### src/rtl/wrr_resource_scheduler.sv
`timescale 1ns/1ps
// wrr_resource_scheduler
// Weighted round-robin scheduler for one exclusive resource shared by N
// requesters. A grant is held for a whole transaction and ends when the owner
// signals done, drops its request, or the hold timer expires. Each requester
// may win up to its weight consecutive arbitrations before the round-robin
// pointer moves past it. Consecutive grants are always separated by two
// cycles with the grant vector at zero: one RELEASE cycle, then the IDLE
// arbitration edge.
module wrr_resource_scheduler #(
    parameter int N        = 8,
    parameter int W        = 4,
    parameter int MAX_HOLD = 16,
    localparam int M       = $clog2(N)
) (
    input  logic             i_clk,
    input  logic             i_rstn,      // active-high asynchronous reset
    input  logic [N-1:0]     i_req,
    input  logic             i_done,
    input  logic [N*W-1:0]   i_wt,
    input  logic             i_wt_ld,
    output logic [N-1:0]     o_gnt,
    output logic [M-1:0]     o_owner,
    output logic             o_busy,
    output logic             o_timeout
);

    localparam int HW = $clog2(MAX_HOLD + 1);

    typedef enum logic [1:0] {
        IDLE    = 2'd0,
        GRANT   = 2'd1,
        RELEASE = 2'd2
    } state_t;

    state_t          state_reg;
    logic [M-1:0]    ptr_reg;
    logic [M-1:0]    owner_reg;
    logic [HW-1:0]   hold_reg;
    logic [N-1:0]    gnt_reg;
    logic            busy_reg;
    logic            timeout_reg;

    // Arbitration results
    logic [M-1:0]    win_idx;
    logic            win_found;
    logic [M-1:0]    scan_idx;
    logic [N-1:0]    win_onehot;
    logic [N-1:0]    credit_last;   // requester is on its final credit
    logic            win_exhausted;
    logic [M-1:0]    ptr_next;

    // Control strobes shared by the FSM and the per-requester credit logic
    logic            arb_fire;
    logic            wt_load;
    logic            release_req;
    logic            hold_expired;

    // Arbitration and weight loading are only meaningful in IDLE; elsewhere
    // the request vector and the load strobe are deliberately ignored.
    assign arb_fire     = (state_reg == IDLE) && (|i_req);
    assign wt_load      = (state_reg == IDLE) && i_wt_ld;
    assign release_req  = i_done || !i_req[owner_reg];
    assign hold_expired = (hold_reg == HW'(MAX_HOLD));

    // Rotating priority scan: first set request at ptr, ptr+1, ..., wrapping.
    always_comb begin
        win_idx   = '0;
        win_found = 1'b0;
        scan_idx  = '0;
        for (int k = 0; k < N; k++) begin
            scan_idx = M'((int'(ptr_reg) + k) % N);
            if (!win_found && i_req[scan_idx]) begin
                win_idx   = scan_idx;
                win_found = 1'b1;
            end
        end
    end

    // Per-requester weight and credit storage.
    generate
        for (genvar gi = 0; gi < N; gi++) begin : g_req
            logic [W-1:0] weight_reg;
            logic [W-1:0] credit_reg;
            logic [W-1:0] eff_weight;
            logic [W-1:0] eff_new;

            // A programmed weight of zero behaves like one (plain round-robin).
            assign eff_weight = (weight_reg == '0) ? W'(1) : weight_reg;
            assign eff_new    = (i_wt[gi*W +: W] == '0) ? W'(1) : i_wt[gi*W +: W];

            assign win_onehot[gi]  = win_found && (win_idx == M'(gi));
            assign credit_last[gi] = (credit_reg <= W'(1));

            // Weight load refreshes every credit; otherwise only the winner
            // spends a credit and reloads once it has used its last one. A
            // load on an arbitration edge overrides that edge's decrement.
            always_ff @(posedge i_clk or posedge i_rstn) begin
                if (i_rstn) begin
                    weight_reg <= W'(1);
                    credit_reg <= W'(1);
                end else if (wt_load) begin
                    weight_reg <= i_wt[gi*W +: W];
                    credit_reg <= eff_new;
                end else if (arb_fire && win_onehot[gi]) begin
                    credit_reg <= credit_last[gi] ? eff_weight : (credit_reg - W'(1));
                end
            end
        end
    endgenerate

    // The pointer stays on the winner while it still has credit, otherwise it
    // moves one past the winner with wrap from N-1 to 0.
    assign win_exhausted = |(win_onehot & credit_last);
    assign ptr_next      = !win_exhausted ? win_idx
                         : (win_idx == M'(N - 1)) ? '0
                         : (win_idx + M'(1));

    // Main scheduler FSM with registered grant, owner, busy and timeout.
    always_ff @(posedge i_clk or posedge i_rstn) begin
        if (i_rstn) begin
            state_reg   <= IDLE;
            ptr_reg     <= '0;
            owner_reg   <= '0;
            hold_reg    <= '0;
            gnt_reg     <= '0;
            busy_reg    <= 1'b0;
            timeout_reg <= 1'b0;
        end else begin
            case (state_reg)
                IDLE: begin
                    timeout_reg <= 1'b0;
                    if (arb_fire) begin
                        gnt_reg   <= win_onehot;
                        owner_reg <= win_idx;
                        busy_reg  <= 1'b1;
                        hold_reg  <= HW'(1);
                        ptr_reg   <= ptr_next;
                        state_reg <= GRANT;
                    end
                end
                GRANT: begin
                    if (release_req) begin
                        // Normal release wins over a simultaneous timeout.
                        gnt_reg   <= '0;
                        busy_reg  <= 1'b0;
                        hold_reg  <= '0;
                        state_reg <= RELEASE;
                    end else if (hold_expired) begin
                        gnt_reg     <= '0;
                        busy_reg    <= 1'b0;
                        hold_reg    <= '0;
                        timeout_reg <= 1'b1;
                        state_reg   <= RELEASE;
                    end else begin
                        hold_reg <= hold_reg + HW'(1);
                    end
                end
                RELEASE: begin
                    // Dead cycle so the grant never moves without passing 0.
                    timeout_reg <= 1'b0;
                    state_reg   <= IDLE;
                end
                default: begin
                    gnt_reg     <= '0;
                    busy_reg    <= 1'b0;
                    timeout_reg <= 1'b0;
                    hold_reg    <= '0;
                    state_reg   <= IDLE;
                end
            endcase
        end
    end

    assign o_gnt     = gnt_reg;
    assign o_owner   = owner_reg;
    assign o_busy    = busy_reg;
    assign o_timeout = timeout_reg;

endmodule

### config.mk
export PLATFORM = sky130hd
export DESIGN_NAME = wrr_resource_scheduler
export DESIGN_NICKNAME = d
export VERILOG_FILES = /design/src/rtl/wrr_resource_scheduler.sv
export SDC_FILE = /design/constraint.sdc
export NUM_CORES = 1
export LEC_CHECK = 0
export ABC_AREA = 0
export CAP_MARGIN = 20
export CORE_MARGIN = 2
export CORE_UTILIZATION = 58
export CTS_CLUSTER_SIZE = 16
export DETAILED_ROUTE_END_ITERATION = 10
export HOLD_SLACK_MARGIN = 0.08
export PLACE_DENSITY = 0.8
export SLEW_MARGIN = 0
export SYNTH_ARGS = -nofsm -noshare
export SYNTH_HDL_FRONTEND = slang
export SYNTH_SLANG_ARGS = --single-unit
### constraint.sdc
create_clock -name i_clk -period 13.55 [get_ports i_clk]
set_clock_uncertainty 0.2 [all_clocks]
set_input_delay 2.71 -clock i_clk [delete_from_list [all_inputs] [get_ports i_clk]]
set_output_delay 2.71 -clock i_clk [all_outputs]
set_load 0.01 [all_outputs]
==> summary.txt, run 1 <==
Worst setup path
  – Reg2reg setup slack: 7.40 ns
  – Setup CP Type: input pin to register
  – Slowest cell on crit path: mux4_2
  – Most used cell, CP: ha_1
  – CP max FO: 7
  – CP delay by family, top: compound AO/OA/AOI/OAI gates
  – Worst path bufs/invs: 2
  – Crit-path cells: clkdlybuf4s50_1 -> mux4_2 -> o2bb2ai_1 -> o31a_1 -> nor3_2 -> nand2_1 -> o21ai_0 -> inv_1 -> ha_1 -> ha_1 -> a222oi_1 -> and3_1 -> a21oi_1 -> mux2_4 -> or3b_1 -> a31oi_1
  – CP Launch Type: input pin
  – Crit path arrival time: 7.11 ns
  – Slowest Stage Delay on Critical Path: a little under 0.6 ns
  – Crit end category: register
  – Worst Path Required: 13.63 ns

Finish
  – Number of antenna diodes: 0
  – Final Core Density: 0.680
  – Final #Nets: between 700 and 800
  – Most frequent cells in the layout: nand2_1 (141), dfrtp_1 (71), clkdlybuf4s50_1 (56)
  – Most common cell after layout, fill and taps aside: nand2_1
  – Fin area: 6590 µm²
  – Fin cells: 839
  – Synth-to-layout area growth: 14.7%
  – Fraction of layout cells with a size suffix above 1: 0.102

STA
  – Final min period: 7.03 ns
  – Setup_tns: 0 ns
  – Final Cycle Share: 0.519
  – # setup viols final: 0
  – Final worst slack: 6.52 ns
  – Final hold violations: 0
  – RSZ-0062 raised after global routing: false
  – Worst-Margin Slew: 1.01 ns
  – Max frequency: approximately 0.14 GHz
  – Slew Limit Fails: 0
  – Relative slew slack: 0.326

GRT
  – First-pass GRT wire length: 23100 µm
  – Gr usage total: 0.259
  – GR peak layer: met2
  – Global-route met2 utilization: 0.445
  – GR Util met1: 0.331
  – GRT overflow: 0
  – Initial antenna violation count: 0
  – Pin count of the biggest net entering global routing: 65
  – Vias in the first global route: roughly 5000
  – Met3 Usage GRT: 0.0447

Clock tree
  – Post-cts hold buffer count: 0
  – Setup Buffers After CTS: 0
  – Worst skew pair latency: 0.36 ns
  – Clock sinks: 87
  – Total CTS buffers: 9
  – CTS tree: yes
  – CTS root buffer: clkbuf_8
  – Max Root-Sink Buffers: 2
  – Worst-path clk slew: 0.09 ns
  – H-tree levels: 3
  – Resize count post-CTS: 0

Routing
  – Vias per cell: 6.00
  – First-pass iteration count of the detailed router: 4
  – Drt wl/cell: 16.2 µm
  – DR vias: 5035
  – Drt drc: 0
  – Initial drt markers: 223
  – Routed Antenna Nets: 0
  – Total Wirelength: 13600 µm

Floorplan
  – I/O pins: 57
  – Die Ht: 104 µm
  – Die Wd: slightly above 100 µm
  – Die area: 10700 µm²
  – Row cnt: 36
  – Core Area: about 9700 µm²
  – Starting density of the core: 0.593

Yosys
  – Mapped Area: 5740 µm²
  – Yosys reg bits: 87
  – Netlist cell types: 72
  – Ys async rst share: 1.00
  – EDFF count, synth: 0
  – Avg Inst Size Synth: 8.74 µm²
  – YS warnings: 0
  – Post-Syn Instances: 657
  – Top_reg_cell synth: dfrtp_1
  – Register area share after synthesis: 0.382
  – Synthesized Nets: 726

Run status
  – Status: finished clean

Power
  – Static Leakage: a little under 0.003 µW
  – Pwr Density: approximately 270 nW/µm²
  – VDD IR-drop max: 0.131 mV

Run
  – MaxCap Viol Count: 0

Placement
  – Placement Setup Slack: 6.22 ns
  – PortBufs: 56
  – Placed inst area: 6370 µm²
  – Routability congestion estimate: 0.876
  – Post-DP HPWL: 9840 µm
  – DP Cell Count: 822

Min path
  – HP Class: register to register
Yosys cell counts (all sizes together), types with 2 or more instances:
| master | count | share of area |
|---|---|---|
| a211o | 6 | 0.0091 |
| a21boi | 2 | 0.0033 |
| a21o | 7 | 0.0091 |
| a21oi | 21 | 0.018 |
| a311oi | 5 | 0.0076 |
| a31oi | 12 | 0.013 |
| a41oi | 3 | 0.0046 |
| and2 | 2 | 0.0022 |
| and3 | 2 | 0.0022 |
| buf | 13 | 0.012 |
| clkbuf | 13 | 0.0085 |
| dfrtp | 71 | 0.31 |
| dfstp | 16 | 0.073 |
| ha | 25 | 0.054 |
| inv | 36 | 0.024 |
| mux2 | 9 | 0.018 |
| mux2i | 20 | 0.035 |
| mux4 | 13 | 0.051 |
| nand2 | 142 | 0.093 |
| nand2b | 3 | 0.0033 |
| nand3 | 25 | 0.026 |
| nand3b | 2 | 0.0026 |
| nand4 | 4 | 0.0044 |
| nor2 | 43 | 0.029 |
| nor2b | 11 | 0.012 |
| nor3 | 48 | 0.048 |
| nor4 | 2 | 0.0022 |
| o211ai | 7 | 0.0091 |
| o21ai | 38 | 0.033 |
| o22ai | 3 | 0.0033 |
| o2bb2ai | 2 | 0.0031 |
| o311ai | 6 | 0.0091 |
| o32a | 4 | 0.0070 |
| or3 | 2 | 0.0022 |
| or4 | 4 | 0.0052 |
| xnor2 | 8 | 0.012 |
| xor2 | 3 | 0.0046 |
layer usage:
layer,up-vias,share of wire
li1,2432,-
met1,2451,0.44
met2,128,0.49
met3,24,0.042
met4,0,0.019
met5,-,0
logic make-up after synthesis:
| family | Yosys count | synth area share |
|---|---|---|
| compound gates | 133 | 0.156 |
| simple gates | 296 | 0.241 |
| fa+ha+maj | 25 | 0.0545 |
| flops | 87 | 0.382 |
| buf+inv | 63 | 0.0451 |
| xor+xnor | 11 | 0.0168 |
| mux | 42 | 0.104 |
worst register-to-register path: cells and delay by family, from the launching register on:
kind            cells  cell delay (ns)
fa+ha+maj           3             1.29
mux                 2             0.77
flops               1             0.87
buf+inv             2             0.63
simple gates        4             0.93
compound gates      6             1.38
final cells by class:
type / instances / area [µm²]
clock buffer: 11 / 141
clock inverter: 5 / 63.8
fill: 798 / 3100
inverter: 37 / 140
multi-input combinational: 507 / 3290
sequential: 87 / 2200
tap: 133 / 166
timing repair buffer: 59 / 587
per-stage QoR:
step           hold WS [ns]  total power, µW
3_5_place_dp          0.252             1590
5_1_grt               0.288             1950
3_3_place_gp          0.250             1550
6_report              0.265             1790
2_1_floorplan         0.239             1350
4_1_cts               0.268             1790
where the power goes:
group          internal, µW  switching [µW]  leakage (µW)  total [µW]
clock network          92.4            95.3      0.000101         188
logic                   455             631       0.00176        1090
registers               391             126       0.00106         518
final timing paths:
path / startpoint / depth (start not counted) / endpoint
setup / recovery: i_req[6] / 16 / ptr_reg[1]$_DFFE_PP0P_
hold / removal: g_req[4].weight_reg[0]$_DFFE_PP1P_ / 2 / g_req[4].weight_reg[0]$_DFFE_PP1P_
hold reg to reg: g_req[4].weight_reg[0]$_DFFE_PP1P_ / 2 / g_req[4].weight_reg[0]$_DFFE_PP1P_
setup reg to reg: ptr_reg[0]$_DFFE_PP0P_ / 17 / ptr_reg[1]$_DFFE_PP0P_
max in group asynchronous: i_rstn / 3 / o_gnt[7]$_DFFE_PP0P_
min in group asynchronous: i_rstn / 2 / g_req[4].weight_reg[3]$_DFFE_PP0P_
Power figures use the tool's default switching activity.
==> inputs of run 2 (changes only) <==
- clock period: 13.55 -> 6.5 ns (I/O delays scaled with it)
==> run 2 against run 1 <==
Wire length decreased by 0.48%. Die area stayed put. Power grew 110%. Clock power rose by 100%. Non-clock buffer count up 3. Worst hold slack improved by 0.0033 ns. Combinational power grew 110%. Global-route usage shrank 0.076 points. Sequential share of layout area fell by 0.057 points. Largest power group unchanged. Final area increased by 0.17%. Critical path depth is 1 lower. Setup slack worse by 5.7 ns.
==> summary.txt, run 2 (synthesis gave the netlist of run 1 again) <==
Run status
  – Status: finished clean

GRT
  – Vias in the first global route: 4881 (-2.4%)
  – Pin count of the biggest net entering global routing: 58 (-11%)
  – Initial antenna violation count: 0 (unchanged)
  – Gr usage total: 0.258 (-0.000762)
  – First-pass GRT wire length: 23100 µm (+0.15%)
  – GRT overflow: 0 (unchanged)

Clock tree
  – CTS root buffer: clkbuf_8
  – Max Root-Sink Buffers: 2 (unchanged)
  – Resize count post-CTS: 0 (unchanged)
  – H-tree levels: 3 (unchanged)
  – Setup Buffers After CTS: 0 (unchanged)
  – Post-cts hold buffer count: 0 (unchanged)
  – CTS tree: yes
  – Worst skew pair latency: 0.37 ns (about the same)
  – Clock sinks: 87 (unchanged)
  – Worst-path clk slew: 0.09 ns (about the same)
  – Total CTS buffers: 9 (unchanged)

Placement
  – Placed inst area: 6390 µm² (+0.35%)
  – DP Cell Count: 825 (+0.36%)
  – Routability congestion estimate: 0.902 (+3.0%)
  – PortBufs: 56 (unchanged)
  – Post-DP HPWL: 9720 µm (-1.2%)

Routing
  – DR vias: 5122 (+1.7%)
  – Routed Antenna Nets: 0 (unchanged)
  – Initial drt markers: 290 (+30%)
  – Total Wirelength: 13500 µm (-0.48%)
  – Drt wl/cell: 16.0 µm (-0.83%)
  – Drt drc: 0 (unchanged)
  – Vias per cell: 6.08 (+1.4%)
  – First-pass iteration count of the detailed router: 5 (+1)

STA
  – Slew Limit Fails: 0 (unchanged)
  – RSZ-0062 raised after global routing: false
  – Max frequency: 0.175 GHz
  – Final Cycle Share: 0.879
  – # setup viols final: 0 (unchanged)
  – Setup_tns: 0 ns (unchanged)
  – Relative slew slack: 0.317 (-0.00989)
  – Worst-Margin Slew: 1.03 ns (+0.0148 ns)
  – Final hold violations: 0 (unchanged)
  – Final min period: 5.71 ns
  – Fin Hold WS: 0.268 ns (+0.00335 ns)

Worst setup path
  – Crit path arrival time: 5.80 ns (-1.31 ns)
  – Worst Path Required: 6.59 ns (-7.04 ns)
  – Crit-path cells: clkdlybuf4s50_1 -> mux4_2 -> o2bb2ai_1 -> o31a_1 -> nor3_2 -> nand2_1 -> o311ai_0 -> o21ai_0 -> ha_1 -> a222oi_1 -> and3_1 -> a21oi_1 -> mux2_4 -> or3b_1 -> a31oi_1
  – R2r startpoint: ptr_reg[0]$_DFFE_PP0P_
  – Crit end category: register
  – Setup CP Type: input pin to register
  – Reg2reg setup slack: 1.29 ns (-6.11 ns)
  – Slowest cell on crit path: mux4_2
  – Reg2Reg Depth: 16 (-1)
  – Slowest Stage Delay on Critical Path: 0.58 ns (about the same)
  – CP max FO: 7 (unchanged)
  – CP Launch Type: input pin
  – Worst R2R End: ptr_reg[1]$_DFFE_PP0P_

Min path
  – Worst Min Path Start: g_req[6].weight_reg[0]$_DFFE_PP1P_
  – Hold depth: 2 (unchanged)
  – Hold path endpoint: g_req[6].weight_reg[0]$_DFFE_PP1P_
  – HP Class: register to register

Finish
  – Synth-to-layout area growth: 14.9%
  – Most common cell after layout, fill and taps aside: nand2_1
  – Multi-input combinational cell area: 3290 µm² (unchanged)
  – Seq. cell area: 2200 µm² (unchanged)
  – Fraction of layout cells with a size suffix above 1: 0.107 (+0.00521)
  – Number of antenna diodes: 0 (unchanged)
  – Fin cells: 842 (+0.36%)
  – Most frequent cells in the layout: nand2_1 (141), dfrtp_1 (71), clkdlybuf4s50_1 (56)
  – Fill cells: 793 (-0.63%)
  – Final #Nets: 773 (+0.39%)
  – Final Core Density: 0.681 (+0.00116)
  – Fin area: 6600 µm² (+0.17%)

Power
  – VDD IR-drop max: 0.278 mV (+110%)
  – Static Leakage: 0.00293 µW (+0.22%)
  – Pwr Density: 566 nW/µm² (+110%)

Floorplan
  – Core Area: 9680 µm² (unchanged)
  – Die area: 10700 µm² (unchanged)
  – Die Wd: 104 µm (unchanged)
  – Row cnt: 36 (unchanged)
  – Die Ht: 104 µm (unchanged)
  – Starting density of the core: 0.593 (unchanged)
  – I/O pins: 57 (unchanged)

Run
  – MaxCap Viol Count: 0 (unchanged)
## run 2: worst max path at each step
stage,end,cells after the start,from,slack (ns)
after CTS,ptr_reg[1]$_DFFE_PP0P_,15,i_req[7],0.88
after detailed placement,ptr_reg[1]$_DFFE_PP0P_,15,i_req[7],0.52
final,ptr_reg[1]$_DFFE_PP0P_,15,i_req[6],0.79
after global placement,ptr_reg[1]$_DFFE_PP0P_,15,i_req[6],0.75
after floorplan,ptr_reg[1]$_DFFE_PP0P_,14,i_req[6],1.55
after global routing,ptr_reg[1]$_DFFE_PP0P_,15,i_req[0],0.56
## run 2: per-stage QoR
step,total power (µW),setup slack [ns]
3_3_place_gp,3250,0.748
4_1_cts,3720,0.882
3_5_place_dp,3330,0.524
5_1_grt,4060,0.556
6_report,3740,0.786
2_1_floorplan,2810,1.55
## run 2: final cells by class
| type | count | area share |
|---|---|---|
| tap | 133 | 0.0252 |
| sequential | 87 | 0.333 |
| clock buffer | 9 | 0.0188 |
| multi-input combinational | 507 | 0.499 |
| timing repair buffer | 62 | 0.0918 |
| inverter | 37 | 0.0212 |
| clock inverter | 7 | 0.0112 |
## run 2: power breakdown
part / total [µW] / switching, µW / internal (µW) / leakage [µW]
clock network: 376 / 225 / 151 / 0.0000942
logic: 2320 / 1360 / 960 / 0.00178
registers: 1040 / 221 / 817 / 0.00106
## run 2: layer usage
layer / up-vias / GRT usage / share of wire
li1: 2445 / - / -
met5: - / 0 / 0
met2: 158 / 0.434 / 0.51
met1: 2511 / 0.356 / 0.44
met4: 0 / 0.0550 / 0.0065
met3: 8 / 0.0415 / 0.052
## run 2: worst max-delay path, delay by kind of cell
kind,cells,cell delay (ns)
and+or+nand+nor,4,0.95
adders and majority gates,1,0.36
muxes,2,0.90
AOI/OAI and AO/OA,7,1.78
buffers and inverters,1,0.52
==> inputs of run 3 (changes only) <==
- CORE_UTILIZATION: 58 -> 55
- CTS_CLUSTER_DIAMETER: unset -> 80
- PLACE_DENSITY: 0.8 -> 0.76
==> run 3 against run 2 <==
Via count is 1.9% lower. Count of clock-buffer cells in the layout is the same. Clock power rose by 14%. Power grew 1.2%. Critical path depth stayed put. Maximum frequency increased by 2.1%. Global-route usage decreased by 0.051 points. Largest cell class unchanged.
==> summary.txt, run 3 (synthesis gave the netlist of run 1 again) <==
Finish
  – Synth-to-layout area growth: 15.4%
  – Fin area: 6630 µm² (+0.49%)
  – Number of antenna diodes: 0 (unchanged)
  – Final #Nets: 773 (unchanged)
  – Fraction of layout cells with a size suffix above 1: 0.107 (unchanged)
  – Most common cell after layout, fill and taps aside: nand2_1
  – Fill cells: 867 (+9.3%)
  – Most frequent cells in the layout: nand2_1 (141), dfrtp_1 (71), clkdlybuf4s50_1 (56)

Worst setup path
  – Slowest Stage Delay on Critical Path: 0.57 ns (about the same)
  – CP Launch Type: input pin
  – CP max FO: 7 (unchanged)
  – Worst path bufs/invs: 1 (unchanged)
  – Levels on crit path: 15 (unchanged)
  – Crit end category: register
  – Crit-path cells: clkdlybuf4s50_1 -> mux4_2 -> o2bb2ai_1 -> o31a_1 -> nor3_2 -> nand2_1 -> o311ai_0 -> o21ai_0 -> ha_1 -> a222oi_1 -> and3_1 -> a21oi_1 -> mux2_4 -> or3b_1 -> a31oi_1
  – CP delay by family, top: compound AO/OA/AOI/OAI gates
  – Slowest cell on crit path: mux4_2
  – Setup CP Type: input pin to register
  – Reg2Reg Depth: 16 (unchanged)
  – Worst Path Required: 6.59 ns (about the same)
  – Crit path arrival time: 5.69 ns (-0.11 ns)

STA
  – RSZ-0062 raised after global routing: false
  – Fin Hold WS: 0.270 ns (+0.00205 ns)
  – Max frequency: 0.179 GHz (+2.1%)
  – Setup_tns: 0 ns (unchanged)
  – Final min period: 5.60 ns (-0.118 ns)
  – Slew Limit Fails: 0 (unchanged)
  – Worst-Margin Slew: 1.02 ns (-0.00545 ns)
  – Final worst slack: 0.904 ns (+0.118 ns)
  – Final Cycle Share: 0.861 (-0.0181)
  – Relative slew slack: 0.320 (+0.00364)
  – # setup viols final: 0 (unchanged)
  – Final hold violations: 0 (unchanged)

GRT
  – First-pass GRT wire length: 23400 µm (+1.0%)
  – Initial antenna violation count: 0 (unchanged)
  – Gr usage total: 0.257 (-0.000510)
  – Vias in the first global route: 4991 (+2.3%)
  – Pin count of the biggest net entering global routing: 58 (unchanged)
  – GRT overflow: 0 (unchanged)

Clock tree
  – CTS root buffer: clkbuf_8
  – Post-cts hold buffer count: 0 (unchanged)
  – Clock sinks: 87 (unchanged)
  – H-tree levels: 3 (unchanged)
  – Resize count post-CTS: 0 (unchanged)
  – Worst skew pair latency: 0.37 ns (about the same)
  – Setup Buffers After CTS: 0 (unchanged)
  – Worst-path clk slew: 0.09 ns (about the same)
  – CTS tree: yes
  – Total CTS buffers: 9 (unchanged)
  – Max Root-Sink Buffers: 2 (unchanged)

Power
  – Pwr Density: 570 nW/µm² (+0.71%)
  – VDD IR-drop max: 0.247 mV (-11%)
  – Static Leakage: 0.00295 µW (+0.57%)

Placement
  – PortBufs: 56 (unchanged)
  – Routability congestion estimate: 0.927 (+2.8%)
  – Post-DP HPWL: 9930 µm (+2.1%)
  – Placed inst area: 6400 µm² (+0.18%)
  – Placement Setup Slack: 0.566 ns (+0.0425 ns)

Routing
  – Routed Antenna Nets: 0 (unchanged)
  – Drt wl/cell: 16.3 µm (+1.9%)
  – Drt drc: 0 (unchanged)
  – Initial drt markers: 319 (+10%)
  – Total Wirelength: 13800 µm (+2.3%)
  – DR vias: 5027 (-1.9%)
  – Vias per cell: 5.95 (-2.2%)
  – First-pass iteration count of the detailed router: 5 (unchanged)

Floorplan
  – Core Area: 10200 µm² (+5.6%)
  – Starting density of the core: 0.561 (-0.0317)
  – Die area: 11300 µm² (+5.2%)
  – Die Ht: 106 µm (+2.6%)
  – Die Wd: 106 µm (+2.6%)
  – Row cnt: 37 (+2.8%)
  – I/O pins: 57 (unchanged)

Min path
  – HP Class: register to register
  – Hold depth: 2 (unchanged)

Run
  – MaxCap Viol Count: 0 (unchanged)

Run status
  – Status: finished clean
run 3: cell types whose count changed in the layout (fill, tap and decap cells not counted), sizes merged:
cell | previous run | this run
bufinv | 0 | 2
clkinv | 4 | 3
clkinvlp | 2 | 1
run 3: tightest hold or removal path: stages (launching register included):
cell	delay (ns)
dfstp_2	0.39
nand2_1	0.05
nand2_1	0.04
run 3: final timing paths:
path,end,startpoint,slack [ns]
setup reg to reg,ptr_reg[1]$_DFFE_PP0P_,ptr_reg[0]$_DFFE_PP0P_,1.36
max in group asynchronous,g_req[2].weight_reg[2]$_DFFE_PP0P_,i_rstn,3.92
hold reg to reg,g_req[3].weight_reg[0]$_DFFE_PP1P_,g_req[3].weight_reg[0]$_DFFE_PP1P_,0.27
hold / removal,g_req[3].weight_reg[0]$_DFFE_PP1P_,g_req[3].weight_reg[0]$_DFFE_PP1P_,0.27
setup / recovery,ptr_reg[1]$_DFFE_PP0P_,i_req[6],0.90
min in group asynchronous,o_gnt[7]$_DFFE_PP0P_,i_rstn,1.09
run 3: per-layer routing:
layer  up-vias  wire length (µm)  track usage
met3        17               516       0.0405
met1      2438              6200        0.340
li1       2440                 -            -
met4         0               172       0.0639
met5         -                 0            0
met2       132              6900        0.444
run 3: layout make-up:
cell class | instances | area, µm² | share of cell area
multi-input cells | 507 | 3290 | 0.496
repair buffers | 62 | 606 | 0.0913
inverters | 37 | 140 | 0.0211
clock buffers | 9 | 124 | 0.0187
flip-flops and latches | 87 | 2200 | 0.331
well taps | 136 | 170 | 0.0257
clock inverters | 7 | 103 | 0.0155
run 3: report_power, final:
group | internal (µW) | switching [µW]
sequential | 817 | 228
combinational | 959 | 1350
clock | 221 | 209
run 3: metrics by stage:
step                cells  power, µW   util
finish                845       3780  0.648
detailed placement    829       3330  0.626
global route          845       4130  0.648
floorplan             657       2810      -
global placement      829       3260  0.626
CTS                   845       3770  0.648
==> RTL edit: new RTL, config.mk and constraints of run 3 <==
Put one more register stage on the output `o_timeout`, cleared by the reset. The value now appears one clock later. The other outputs are not delayed to match.
--- a/src/rtl/wrr_resource_scheduler.sv
+++ b/src/rtl/wrr_resource_scheduler.sv
@@ -175,7 +175,13 @@
     assign o_gnt     = gnt_reg;
     assign o_owner   = owner_reg;
     assign o_busy    = busy_reg;
-    assign o_timeout = timeout_reg;
+    always_ff @(posedge i_clk or posedge i_rstn) begin
+        if (i_rstn) begin
+            o_timeout <= '0;
+        end else begin
+            o_timeout <= timeout_reg;
+        end
+    end
 
 endmodule
 
Check against the original RTL: no difference found for any inputs over 4 cycles, from zero or initial values and one cycle with i_rstn high; that may be too few to reach the edited logic, so the function may still have changed.
==> RTL edit against run 3 <==
Synthesized area is 0.44% higher; register-to-register slack worse by 0.37 ns; routed wire length grew 3.2%; sequential cell count up 1; setup slack got worse by 0.15 ns; count of clock-buffer cells in the layout rose by 2; total power grew 1.4%; maximum frequency down 2.6%; global-route usage rose by 0.52 points; cell area rose by 0.43%; critical path type unchanged; largest power group unchanged.
==> RTL edit: results (changes against run 3) <==
Hold Crit Depth=0 (-2); peak per-stage delay on the critical path=0.57 ns (about the same); DRT met1 WL=6.25 mm (+0.85%); Reg-to-Reg End=ptr_reg[1]; GR Layer Usage met1=34.7% (+0.76 points); Clk Latency, worst-skew pair=0.37 ns (about the same); syn_nets=727 (+0.14%); P_leak=2.96 nW (+0.40%); First-pass DRT Iterations=6 (+1); vias in the first global route=4,967 (-0.48%); worst slew pin tran=1.03 ns (+0.0137 ns); hold_sp=timeout_reg; Total Wirelength=14.2 mm (+3.2%); Final Wtd Congestion=0.918 (-0.99%); Root Driver=clkbuf_8; outcome=finished, final reports clean; synth top area cells=dfrtp_1 (31%), nand2_1 (9.2%), dfstp_2 (7.3%); H-tree levels=3 (unchanged); sequential area share after synthesis=38.5% (+0.27 points); clk slew on worst S/H paths=0.09 ns (about the same); initial drt markers=382 (+20%); first-pass GRT wire length=23.9 mm (+2.3%); layout cells sized above 1=10.6% (-0.14 points); Layout Nets=773 (unchanged); Synth async-reset ratio=100% (unchanged); Hold Path End=o_timeout; DR top layer=met4; Top delay family on crit path=compound AO/OA/AOI/OAI gates; Fillers=893 (+3.0%); Synth warnings=0 (unchanged); Worst EP arrival=5.84 ns (+0.15 ns); maximum clock insertion buffer count=2 (unchanged); Crit Reg-Reg Startpoint=ptr_reg[1]; met3 WL post-DR=676 um (+31%); R2R depth=18 (+2); DR vias/cell=6.04 (+1.5%); antenna violations before repair=0 (unchanged); Final Hold Vio Count=0 (unchanged); met2 wire len=6.99 mm (+1.3%); maximum vdd drop=0.000261 V (+5.6%); cts repair resizes=0 (unchanged); grt met2 use=43.8% (-0.64 points); post-place setup slack=0.527 ns (-0.0394 ns); r2r setup slk=0.99 ns (-0.37 ns); synth cell count leaders=nand2_1 (142), dfrtp_1 (72), nor3_1 (43); count of different cell masters after synthesis=72 (unchanged); slowest CP cell=mux4_2; met3 usage=4.48% (+0.43 points); maximum operating frequency=174 MHz (-2.6%); HP Class=reg2reg; Primary FF master, synth=dfrtp_1; n_diodes=0 (unchanged); Port Buffers=56 (unchanged); largest net degree at the start of global routing=58 (unchanged); CP max FO=7 (unchanged); GRT Total Usage=26.3% (+0.52 points); setup bufs post-CTS=0 (unchanged); CTS Buf Count=9 (unchanged); Final HPWL DP=10.2 mm (+2.4%)
-- RTL edit: cell count changes in the layout (fill, tap and decap cells not counted), sizes merged --
cell      delta
dfrtp        +1
clkbuf       +2
buf          -1
clkinv       -1
clkinvlp     +1
inv          -2
-- RTL edit: how the worst max path moves through the flow --
stage	from	end	cells after the start
3_5_place_dp	i_req[7]	ptr_reg[1]	16
6_report	i_req[7]	ptr_reg[1]	16
3_3_place_gp	i_req[6]	ptr_reg[1]	15
5_1_grt	i_req[0]	ptr_reg[1]	16
2_1_floorplan	i_req[6]	ptr_reg[1]	14
4_1_cts	i_req[6]	ptr_reg[1]	16
-- RTL edit: final cells by class --
class,count,share of cell area [%]
inverters,37,2.10
clock inverters,5,1.30
flip-flops and latches,88,33.4
clock buffers,11,2.27
multi-input cells,507,49.4
repair buffers,61,8.98
well taps,136,2.55
-- RTL edit: where the power goes --
part / switching, W / leakage, nW / internal [W]
sequential: 0.000224 / 1.08 / 0.000823
combinational: 0.00139 / 1.77 / 0.000957
clock: 0.000205 / 0.114 / 0.000240
-- RTL edit: per-stage QoR --
step           hold slack [ns]  instance area, um^2  total power (W)  std cells
6_report                 0.187                 6660          0.00384        845
5_1_grt                  0.209                 6660          0.00416        845
4_1_cts                  0.192                 6660          0.00382        845
3_5_place_dp             0.172                 6420          0.00334        829
3_3_place_gp             0.169                 6420          0.00327        829
2_1_floorplan            0.154                 5770          0.00281        658
-- RTL edit: logic make-up (layout without fill, tap and decap cells) --
kind of cell	after synthesis	after routing	share of synthesized area [%]
xor gates and xnor gates	11	11	1.67
adders and majority gates	25	25	5.42
and+or+nand+nor	296	296	24.0
AOI/OAI and AO/OA	133	133	15.6
buffers and inverters	63	114	4.49
DFF	88	88	38.5
muxes	42	42	10.4
